==> config.mk <==
export PLATFORM = sky130hd
export DESIGN_NAME = stream_downsizer
export DESIGN_NICKNAME = d
export VERILOG_FILES = /design/src/rtl/stream_downsizer.sv
export SDC_FILE = /design/constraint.sdc
export NUM_CORES = 1
export LEC_CHECK = 0
export ABC_AREA = 1
export CORE_ASPECT_RATIO = 0.5
export CORE_MARGIN = 5
export CORE_UTILIZATION = 48
export CTS_BUF_LIST = sky130_fd_sc_hd__clkbuf_8
export CTS_CLUSTER_SIZE = 14
export DETAILED_ROUTE_END_ITERATION = 8
export PLACE_DENSITY_LB_ADDON = 0.12
export SLEW_MARGIN = 20
export SYNTH_ARGS = -nofsm -noshare
export SYNTH_HDL_FRONTEND = slang
export SYNTH_SLANG_ARGS = --single-unit
==> constraint.sdc <==
create_clock -name clk -period 2.38 [get_ports clk]
set_clock_uncertainty 0.15 [all_clocks]
set_input_delay 0.476 -clock clk [delete_from_list [all_inputs] [get_ports clk]]
set_output_delay 0.476 -clock clk [all_outputs]
set_load 0.03 [all_outputs]
==> src/rtl/stream_downsizer.sv <==
// Width-downsizing stream converter: accepts one wide beat of T_DATA_RATIO
// words and replays it one word per handshake on the narrow side, index 0
// first. The last flag of a wide beat is attached only to its final word.
module stream_downsizer #(
  parameter int T_DATA_WIDTH = 8,
  parameter int T_DATA_RATIO = 4
) (
  input  logic                    clk,
  input  logic                    rst_n,  // active-high despite the name
  input  logic [T_DATA_WIDTH-1:0] s_data_i [T_DATA_RATIO-1:0],
  input  logic                    s_last_i,
  input  logic                    s_valid_i,
  output logic                    s_ready_o,
  output logic [T_DATA_WIDTH-1:0] m_data_o,
  output logic                    m_last_o,
  output logic                    m_valid_o,
  input  logic                    m_ready_i
);

  localparam int CNT_W = (T_DATA_RATIO > 1) ? $clog2(T_DATA_RATIO) : 1;
  localparam logic [CNT_W-1:0] LAST_IDX = CNT_W'(T_DATA_RATIO - 1);

  logic [T_DATA_WIDTH-1:0] word_q [T_DATA_RATIO-1:0];
  logic                    last_q;
  logic                    busy_q;
  logic [CNT_W-1:0]        cnt_q;

  logic at_last;
  logic s_hs;
  logic m_hs;

  // Handshake qualifiers; s_ready_o looks through to m_ready_i so the next
  // beat loads in the same cycle the final word leaves (no bubble).
  always_comb begin
    at_last   = (cnt_q == LAST_IDX);
    s_ready_o = !rst_n && (!busy_q || (m_ready_i && at_last));
    s_hs      = s_valid_i && s_ready_o;
    m_hs      = busy_q && m_ready_i;
  end

  // Control state: busy flag, word index and packet-end flag of the held beat.
  always_ff @(posedge clk or posedge rst_n) begin
    if (rst_n) begin
      busy_q <= 1'b0;
      cnt_q  <= '0;
      last_q <= 1'b0;
    end else if (s_hs) begin
      // NOTE: sequential state uses non-blocking assignments so every
      // register samples pre-edge values regardless of statement order.
      busy_q <= 1'b1;
      cnt_q  <= '0;
      last_q <= s_last_i;
    end else if (m_hs) begin
      if (!at_last) begin
        cnt_q <= cnt_q + 1'b1;
      end else begin
        busy_q <= 1'b0;
      end
    end
  end

  // Word buffer: captured on the input handshake only.
  // NOTE: the data buffer has no reset; busy_q gates every read, so its
  // contents are don't-care until the first beat is loaded.
  always_ff @(posedge clk) begin
    if (s_hs) begin
      word_q <= s_data_i;
    end
  end

  // Output drive: data forced to zero when idle, last only on the final word.
  always_comb begin
    // NOTE: defaults first so no path leaves an output unassigned (no latch).
    m_valid_o = 1'b0;
    m_data_o  = '0;
    m_last_o  = 1'b0;
    if (busy_q) begin
      m_valid_o = 1'b1;
      m_data_o  = word_q[cnt_q];
      m_last_o  = last_q && at_last;
    end
  end

endmodule

==> results.cfg, run 1 <==
[synthesis]
async_reset_ff_share_pct = 11.1
synthTopCellsByArea = edfxtp_1 60%, nand2_1 10%, inv_1 9.2%
synth_area_leader_cell = edfxtp_1
syn-instance-count = 156
synth_edf_count = 32
synth_top_cells_by_count = 43 x nand2_1, 39 x inv_1, 32 x edfxtp_1, 17 x nand3_1, 7 x a21oi_1
ys.flop_type = edfxtp_1
yosysMostFrequentCell = nand2_1
syn_nets = 194
syn_area_per_cell_um2 = 10.2
netlist.area_leader.share_pct = 60.2
synth-seq-cells = 36
synth.cell_area_um2 = 1600
ys_seq_area_share_pct = 66.5
yosys_warnings = 0
synth_cell_types = 15

[placed_design]
io_buffers = 47
place.gp.congestion = 0.784
dp_hpwl_um = 2370

[final_layout]
area_growth_pct = 35.4
utilization_pct = 69.7
nNetsFinal = 246
drive_gt1_share_pct = 10.0
antenna_cells = 0
nFillCells = 259

[worst_setup_path]
required_ps = 1750
max_stage_delay_ps = 590
worstPathArrival_ps = 1610
rr_worst_depth = 6
crit_fanout = 17
cp_cell_sequence = inv_4 > nand2_1 > nand3_1 > a21oi_1 > buf_4
start_kind = flop
slowest_stage = dfrtp_1
critPathKind = reg -> out
critPathCaptureType = primary output

[clocking]
clock_sinks = 36
cts_hold_buf = 0
numCtsBuffers = 5
cts_tree = built
cts_max_path_buffers = 2
post_cts_resized = 0
cts_max_level = 2
clk_latency_ps = 280
post_cts_buffers = 0
clk_pin_slew_worst_paths_ps = 60
root_buffer = clkbuf_8

[power_and_ir_drop]
comb_power_share_pct = 42.9
switchingPower_mw = 0.893
pwr-share-clk_pct = 17.9
swShare_pct = 39.9
p_per_area_nw_per_um2 = 1040
seqPwrFrac_pct = 39.2
internal_power_mw = 1.34
power_leakage_nw = 0.988
peakVddDrop_mv = 0.526

[drt]
wirelength_um = 3310
wl_per_cell_um = 13.3
drt-initial-drc-count = 58
drcViolationCount = 0
dr.pass1.iters = 4
num_vias = 1181
ant_nets = 0
vias_per_cell = 4.74

[sta]
holdWs_ps = 251
setup-tns-final_ps = 0
max-slew-margin-rel_pct = 72.5
finalCritPeriodShare_pct = 93.9
hold_viol_final = 0
period_needed_ps = 2240
setup_viol = 0
worst_slew_pin_slew_ps = 413
max_freq_ghz = 0.447
rsz0062_at_grt = no
slew_violations = 0

[global_route]
grt_max_degree = 34
first_global_vias = 1171
antenna_found_initial = 0
grt_pass1_wl_um = 5510
globalRouteTotalUtil_pct = 15.8
overflow = 0

[floorplan]
chipHeight_um = 50.8
initial_core_util_pct = 51.5
io_pins = 48
num_rows = 14
die_w_um = 91.6
die-area_um2 = 4650
core_um2 = 3100

[status]
status = complete, no violations

[job]
max_cap_violations = 0

[worst_hold_path]
min_path_type = in -> async
-- metal layers --
layer | share of wire [%] | vias up | track usage [%] | wire length, µm
li1 | - | 602 | - | -
met2 | 47 | 32 | 23.9 | 1560
met1 | 45 | 543 | 20.6 | 1500
met4 | 0.82 | 0 | 6.00 | 27
met3 | 6.7 | 4 | 6.12 | 222
met5 | 0 | - | 0 | 0
-- flip-flops by register name (all words and copies together) (netlist names) --
name,count
busy_q,1
cnt_q,2
last_q,1
word_q,32
-- worst paths after layout --
kind / start / to / slack [ps]
setup / recovery: cnt_q[0]$_DFFE_PP0P_ / m_data_o[1] / 140
hold / removal: rst_n / last_q$_DFFE_PP0P_ / 250
setup reg to reg: cnt_q[0]$_DFFE_PP0P_ / word_q[16]$_DFFE_PP_ / 420
hold reg to reg: last_q$_DFFE_PP0P_ / last_q$_DFFE_PP0P_ / 340
max in group asynchronous: rst_n / busy_q$_DFFE_PP0P_ / 1640
min in group clk: last_q$_DFFE_PP0P_ / last_q$_DFFE_PP0P_ / 340
-- cells in the final DEF (no fill, tap or decap) --
master | synthesis | layout
ha_1 | 1 | 1
nand3_1 | 17 | 17
nand2_2 | 1 | 1
nand2_1 | 43 | 43
inv_1 | 39 | 41
buf_4 | 2 | 11
clkinv_1 | 0 | 1
edfxtp_1 | 32 | 32
clkdlybuf4s50_1 | 0 | 37
clkbuf_8 | 0 | 5
nor2_1 | 2 | 2
buf_12 | 0 | 1
inv_4 | 1 | 1
a21oi_2 | 1 | 1
nand4_1 | 3 | 3
nand3_2 | 1 | 1
a21oi_1 | 7 | 7
dfrtp_1 | 4 | 4
-- metrics by stage --
stage / setup WS (ps) / power [mW] / cells / instance area (µm²)
after CTS: 128 / 2.26 / 249 / 2160
after global placement: 288 / 1.84 / 241 / 2080
final: 144 / 2.24 / 249 / 2160
after detailed placement: 236 / 1.86 / 241 / 2080
after global routing: 9.51 / 2.38 / 249 / 2160
after floorplan: 342 / 1.53 / 156 / 1600
-- cells by family (layout without fill, tap and decap cells) --
logic type               count (synthesis)  in the layout  synth area share (%)
AND/OR/NAND/NOR                         67             67                  18.1
buffers and inverters                   44             97                  11.9
flip-flops                              36             36                  66.5
AO/OA/AOI/OAI                            8              8                  2.74
adder cells (fa/ha/maj)                  1              1                 0.784
-- critical path, delay by kind of cell (launching register included) --
family,cells,cell delay [ps]
flops,1,590
buf+inv,2,350
simple gates,2,200
compound gates,1,180
-- power groups by stage --
stage / logic (mW) / registers [mW] / clock network [mW]
finish: 0.961 / 0.877 / 0.400
floorplan: 0.680 / 0.853 / 0
global placement: 0.951 / 0.885 / 0
detailed placement: 0.967 / 0.891 / 0
global route: 1.05 / 0.892 / 0.447
CTS: 0.970 / 0.878 / 0.412
-- final cells by class --
class / instances / area [µm²] / share of cell area (%)
Clock buffer: 5 / 68.8 / 3.18
Clock inverter: 3 / 11.3 / 0.521
Inverter: 40 / 153 / 7.06
Multi-Input combinational cell: 76 / 345 / 16.0
Sequential cell: 36 / 1060 / 49.1
Tap cell: 40 / 50.0 / 2.31
Timing Repair Buffer: 49 / 473 / 21.9
Power figures use the tool's default switching activity.
==> run 2, diff against run 1 <==
--- a/config.mk
+++ b/config.mk
@@ -5,10 +5,10 @@
 export SDC_FILE = /design/constraint.sdc
 export NUM_CORES = 1
 export LEC_CHECK = 0
-export ABC_AREA = 1
+export ABC_AREA = 0
 export CORE_ASPECT_RATIO = 0.5
 export CORE_MARGIN = 5
-export CORE_UTILIZATION = 48
+export CORE_UTILIZATION = 46
 export CTS_BUF_LIST = sky130_fd_sc_hd__clkbuf_8
 export CTS_CLUSTER_SIZE = 14
 export DETAILED_ROUTE_END_ITERATION = 8
==> run 2 against run 1 <==
Compared with the run above:
- non-clock buffer count unchanged
- final area decreased by 6.5%
- synthesized cell count decreased by 56%
- register-to-register slack got worse by 60 ps
- worst setup slack got worse by 36 ps
- routed wire length decreased by 18%
- clock-buffer cell count unchanged
- sequential share of layout area increased by 3.4 points
- clock power increased by 27%
- worst hold slack improved by 110 ps
- flip-flop and latch count unchanged
- critical endpoint unchanged
==> results.cfg, run 2 <==
[final_layout]
drive_gt1_share_pct = 25.4
nNetsFinal = 159
largest_reg_flops = 32
final_common_cell = clkdlybuf4s50_1
utilization_pct = 67.9
largestRegisters = word_q: 32 flops, cnt_q: 2 flops
regMostFlops = word_q
fin_area_um2 = 2020
area_growth_pct = 43.5
final_cell_mix = 37 x clkdlybuf4s50_1, 32 x edfxtp_1, 8 x mux4_2, 8 x and2_1, 8 x buf_2
antenna_cells = 0

[floorplan]
chipHeight_um = 49.1
die_w_um = 88.3
core_um2 = 2980
initial_core_util_pct = 47.3
io_pins = 48
num_rows = 14
die-area_um2 = 4340

[synthesis]
ys.flop_type = edfxtp_1
synth_area_leader_cell = edfxtp_1
syn-instance-count = 68
syn_area_per_cell_um2 = 20.7
synth-seq-cells = 36
netlist.area_leader.share_pct = 68.2
async_reset_ff_share_pct = 11.1
syn_nets = 106
synth_compound_area_share_pct = 0.533
yosys_warnings = 0
synth_cell_types = 18
synthMuxAreaShare_pct = 14.3
synth_top_cells_by_count = 32 x edfxtp_1, 8 x and2_1, 8 x mux4_2, 4 x dfrtp_1, 3 x nor2_1
synth_fa_ha_area_share_pct = 0.888
synthXorXnorAreaFrac_pct = 0.622
synthTopCellsByArea = edfxtp_1 68%, mux4_2 13%, dfrtp_1 7.1%
ys_seq_area_share_pct = 75.3
synth.cell_area_um2 = 1410
yosysMostFrequentCell = edfxtp_1
synth_top_family_by_area = multiplexers
synth_edf_count = 32
synth-simple-area-share_pct = 6.66

[placed_design]
place_area_um2 = 1950
place.gp.congestion = 0.827
dp_hpwl_um = 1920
dp_slack_ps = -12.6
io_buffers = 47

[clocking]
root_buffer = clkbuf_8
numCtsBuffers = 5
cts_max_level = 2
cts_max_path_buffers = 2
post_cts_buffers = 0
clock_sinks = 36
clk_latency_ps = 270
cts_hold_buf = 0
cts_tree = built
clk_pin_slew_worst_paths_ps = 60

[sta]
setup_viol = 0
hold_viol_final = 0
setup-tns-final_ps = 0
finalCritPeriodShare_pct = 95.5
layout_setup_ws_ps = 108
period_needed_ps = 2270
max_freq_ghz = 0.440
worst_slew_pin_slew_ps = 441
max-slew-margin-rel_pct = 70.6
rsz0062_at_grt = no
slew_violations = 0

[drt]
drt-initial-drc-count = 30
wirelength_um = 2720
dr.pass1.iters = 4
wl_per_cell_um = 16.8
drcViolationCount = 0
num_vias = 811
vias_per_cell = 5.01
ant_nets = 0

[global_route]
antenna_found_initial = 0
overflow = 0
globalRouteTotalUtil_pct = 14.0
grt_max_degree = 36
grt_pass1_wl_um = 4270
first_global_vias = 907

[power_and_ir_drop]
power_leakage_nw = 0.734
power_mw = 2.18
p_per_area_nw_per_um2 = 1080
peakVddDrop_mv = 0.618

[worst_setup_path]
start_kind = flop
critPathCaptureType = primary output
crit_fanout = 10
required_ps = 1750
worstPathArrival_ps = 1650
critPathKind = reg -> out
r2r-start = cnt_q[1]$_DFFE_PP0P_
rrSetupSlack_ps = 360
rr_worst_depth = 4
crit_end = m_data_o[1]
startpoint = cnt_q[0]$_DFFE_PP0P_
timing.rr.end = word_q[19]$_DFFE_PP_

[worst_hold_path]
min_path_type = in -> async

[status]
status = complete, no violations

[job]
max_cap_violations = 0
run 2: worst min path at each step:
stage,to,cells after the start,startpoint
2_1_floorplan,busy_q$_DFFE_PP0P_,1,rst_n
3_3_place_gp,last_q$_DFFE_PP0P_,1,last_q$_DFFE_PP0P_
3_5_place_dp,last_q$_DFFE_PP0P_,1,last_q$_DFFE_PP0P_
4_1_cts,last_q$_DFFE_PP0P_,2,rst_n
5_1_grt,last_q$_DFFE_PP0P_,1,last_q$_DFFE_PP0P_
6_report,busy_q$_DFFE_PP0P_,2,rst_n
run 2: repair_timing:
item                       4_1_cts  5_1_grt
setup endpoints to repair        8        1
gates resized for setup         40        1
gates cloned                     0        0
run 2: layout make-up:
class	count	area (µm²)
sequential	36	1060
fill	218	956
timing repair buffer	49	465
multi-input combinational	28	334
clock buffer	5	68.8
tap	40	50.0
clock inverter	3	38.8
inverter	1	3.75
run 2: layer usage:
layer | GRT usage [%] | share of wire (%)
met1 | 15.0 | 36
met2 | 23.3 | 53
met3 | 7.93 | 10
met4 | 4.52 | 0.99
met5 | 0 | 0
run 2: worst max-delay path, cell delays in order, from the launching register on:
cell and delay, ps:
dfrtp_1 380, buf_12 160, mux4_2 490, and2_1 170
buf_2 170
run 2: through the flow:
stage	hold slack (ps)	instances
6_report	357	162
5_1_grt	379	162
4_1_cts	351	162
3_5_place_dp	345	154
3_3_place_gp	333	154
2_1_floorplan	92.1	68
run 2: power breakdown:
group	switching [mW]	total, mW	internal (mW)
Combinational	0.416	0.804	0.387
Clock	0.201	0.507	0.306
Sequential	0.0802	0.870	0.790
Total	0.697	2.18	1.48
run 2: logic make-up after synthesis:
kind of cell / after synthesis
DFF: 36
and+or+nand+nor: 15
muxes: 10
buffers and inverters: 4
AOI/OAI and AO/OA: 1
xor gates and xnor gates: 1
adders and majority gates: 1
==> run 3, diff against run 2 <==
--- a/config.mk
+++ b/config.mk
@@ -5,14 +5,13 @@
 export SDC_FILE = /design/constraint.sdc
 export NUM_CORES = 1
 export LEC_CHECK = 0
-export ABC_AREA = 0
 export CORE_ASPECT_RATIO = 0.5
 export CORE_MARGIN = 5
 export CORE_UTILIZATION = 46
 export CTS_BUF_LIST = sky130_fd_sc_hd__clkbuf_8
 export CTS_CLUSTER_SIZE = 14
 export DETAILED_ROUTE_END_ITERATION = 8
-export PLACE_DENSITY_LB_ADDON = 0.12
+export PLACE_DENSITY = 0.81
 export SLEW_MARGIN = 20
 export SYNTH_ARGS = -nofsm -noshare
 export SYNTH_HDL_FRONTEND = slang
==> run 3 against run 2 <==
Compared with the run above:
- first-iteration DRC count increased by 10%
- clock-buffer cell count increased by 1
- maximum frequency decreased by 2.3%
- critical path depth increased by 1
- sequential power about the same
- flip-flop and latch count unchanged
- die area unchanged
- critical endpoint is now m_data_o[4]
==> results.cfg, run 3 (same netlist as run 2, synthesis figures left out) <==
[drt]
ant_nets = 0
num_vias = 807
wl_per_cell_um = 15.4
drt-initial-drc-count = 33
wirelength_um = 2560
drcViolationCount = 0
dr.pass1.iters = 3
vias_per_cell = 4.86

[power_and_ir_drop]
power_leakage_nw = 0.745
peakVddDrop_mv = 0.581
p_per_area_nw_per_um2 = 1040

[worst_setup_path]
required_ps = 1750
worstPathArrival_ps = 1700
startpoint = cnt_q[0]$_DFFE_PP0P_
crit_family = multiplexers
slowest_stage = mux4_2
r2r-start = cnt_q[0]$_DFFE_PP0P_
critPathCaptureType = primary output
crit_fanout = 8
cp_cell_sequence = buf_4 > buf_12 > mux4_2 > and2_1 > buf_2
timing.rr.end = busy_q$_DFFE_PP0P_
crit_end = m_data_o[4]
critPathKind = reg -> out
rr_worst_depth = 7
start_kind = flop
cp_num_buf_inv = 3
max_stage_delay_ps = 500
critical_path_cell_count = 5
rrSetupSlack_ps = 430

[clocking]
cts_hold_buf = 0
numCtsBuffers = 5
cts_tree = built
root_buffer = clkbuf_8
clk_pin_slew_worst_paths_ps = 60
cts_max_path_buffers = 2
cts_max_level = 2
clock_sinks = 36
clk_latency_ps = 280

[global_route]
globalRouteTotalUtil_pct = 13.5
globalRouteMet3Util_pct = 4.05
top_usage_layer = met2
overflow = 0
grtUsageMet1_pct = 16.5
grt_use_met2_pct = 21.1
antenna_found_initial = 0
grt_max_degree = 20
first_global_vias = 852
grt_pass1_wl_um = 4200

[floorplan]
initial_core_util_pct = 47.3
die_w_um = 88.3
chipHeight_um = 49.1
io_pins = 48
core_um2 = 2980
die-area_um2 = 4340
num_rows = 14

[placed_design]
place_area_um2 = 1960
dpl.cell_count = 157
place.gp.congestion = 0.691
dp_hpwl_um = 1890
io_buffers = 47

[status]
status = complete, no violations

[sta]
worst_slew_pin_slew_ps = 349
period_needed_ps = 2320
max-slew-margin-rel_pct = 76.8
setup_viol = 0
finalCritPeriodShare_pct = 97.7
setup-tns-final_ps = 0
hold_viol_final = 0
slew_violations = 0
max_freq_ghz = 0.430
rsz0062_at_grt = yes

[job]
max_cap_violations = 0

[worst_hold_path]
min_path_type = in -> async

[final_layout]
fin_area_um2 = 2040
final_common_cell = clkdlybuf4s50_1
area_growth_pct = 44.5
largest_reg_flops = 32
utilization_pct = 68.4
nNetsFinal = 163
final_cell_mix = 37 x clkdlybuf4s50_1, 32 x edfxtp_1, 8 x mux4_2, 8 x and2_1, 7 x buf_4
fin_cells = 166
drive_gt1_share_pct = 27.8
largestRegisters = word_q: 32 flops, cnt_q: 2 flops
antenna_cells = 0
regMostFlops = word_q
## run 3: how the worst min path moves through the flow
stage | from | endpoint | cells after the start
after floorplan | rst_n | busy_q$_DFFE_PP0P_ | 1
after global placement | last_q$_DFFE_PP0P_ | last_q$_DFFE_PP0P_ | 1
after detailed placement | last_q$_DFFE_PP0P_ | last_q$_DFFE_PP0P_ | 1
after CTS | rst_n | cnt_q[1]$_DFFE_PP0P_ | 2
after global routing | rst_n | cnt_q[1]$_DFFE_PP0P_ | 2
final | rst_n | cnt_q[1]$_DFFE_PP0P_ | 2
## run 3: power by group
part           switching [mW]  total [mW]  internal (mW)
logic                   0.409       0.829          0.420
registers              0.0750       0.867          0.792
clock network           0.192       0.419          0.227
## run 3: stage by stage
stage               hold slack (ps)  setup slack, ps  total power [mW]
CTS                             346            -13.3              2.13
floorplan                      92.1             23.3              1.42
global route                    352            -21.5              2.24
finish                          347             55.3              2.11
global placement                342            -4.86              1.76
detailed placement              352            -15.7              1.76
## run 3: final cells by class
class,count,area (µm²)
repair buffers,53,495
clock buffers,6,82.6
well taps,40,50.0
inverters,1,3.75
fillers,207,942
flip-flops and latches,36,1060
multi-input cells,28,334
clock inverters,2,7.51
## run 3: worst reg2reg max path: stages, from the launching register on
cell and delay, ps:
dfrtp_1 380, buf_4 140, buf_12 140, ha_1 230
a21boi_2 220, nor3b_4 80, buf_4 220, or2_2 290
## run 3: what timing repair did
item,4_1_cts,5_1_grt
setup buffers,0,1
endpoints found under the setup margin,8,4
gates resized for setup,32,6
## run 3: layer usage
metal / wire (µm) / share of wire [%]
met5: 0 / 0
met4: 59 / 2.3
met3: 98 / 3.8
met2: 1330 / 52
met1: 1070 / 42
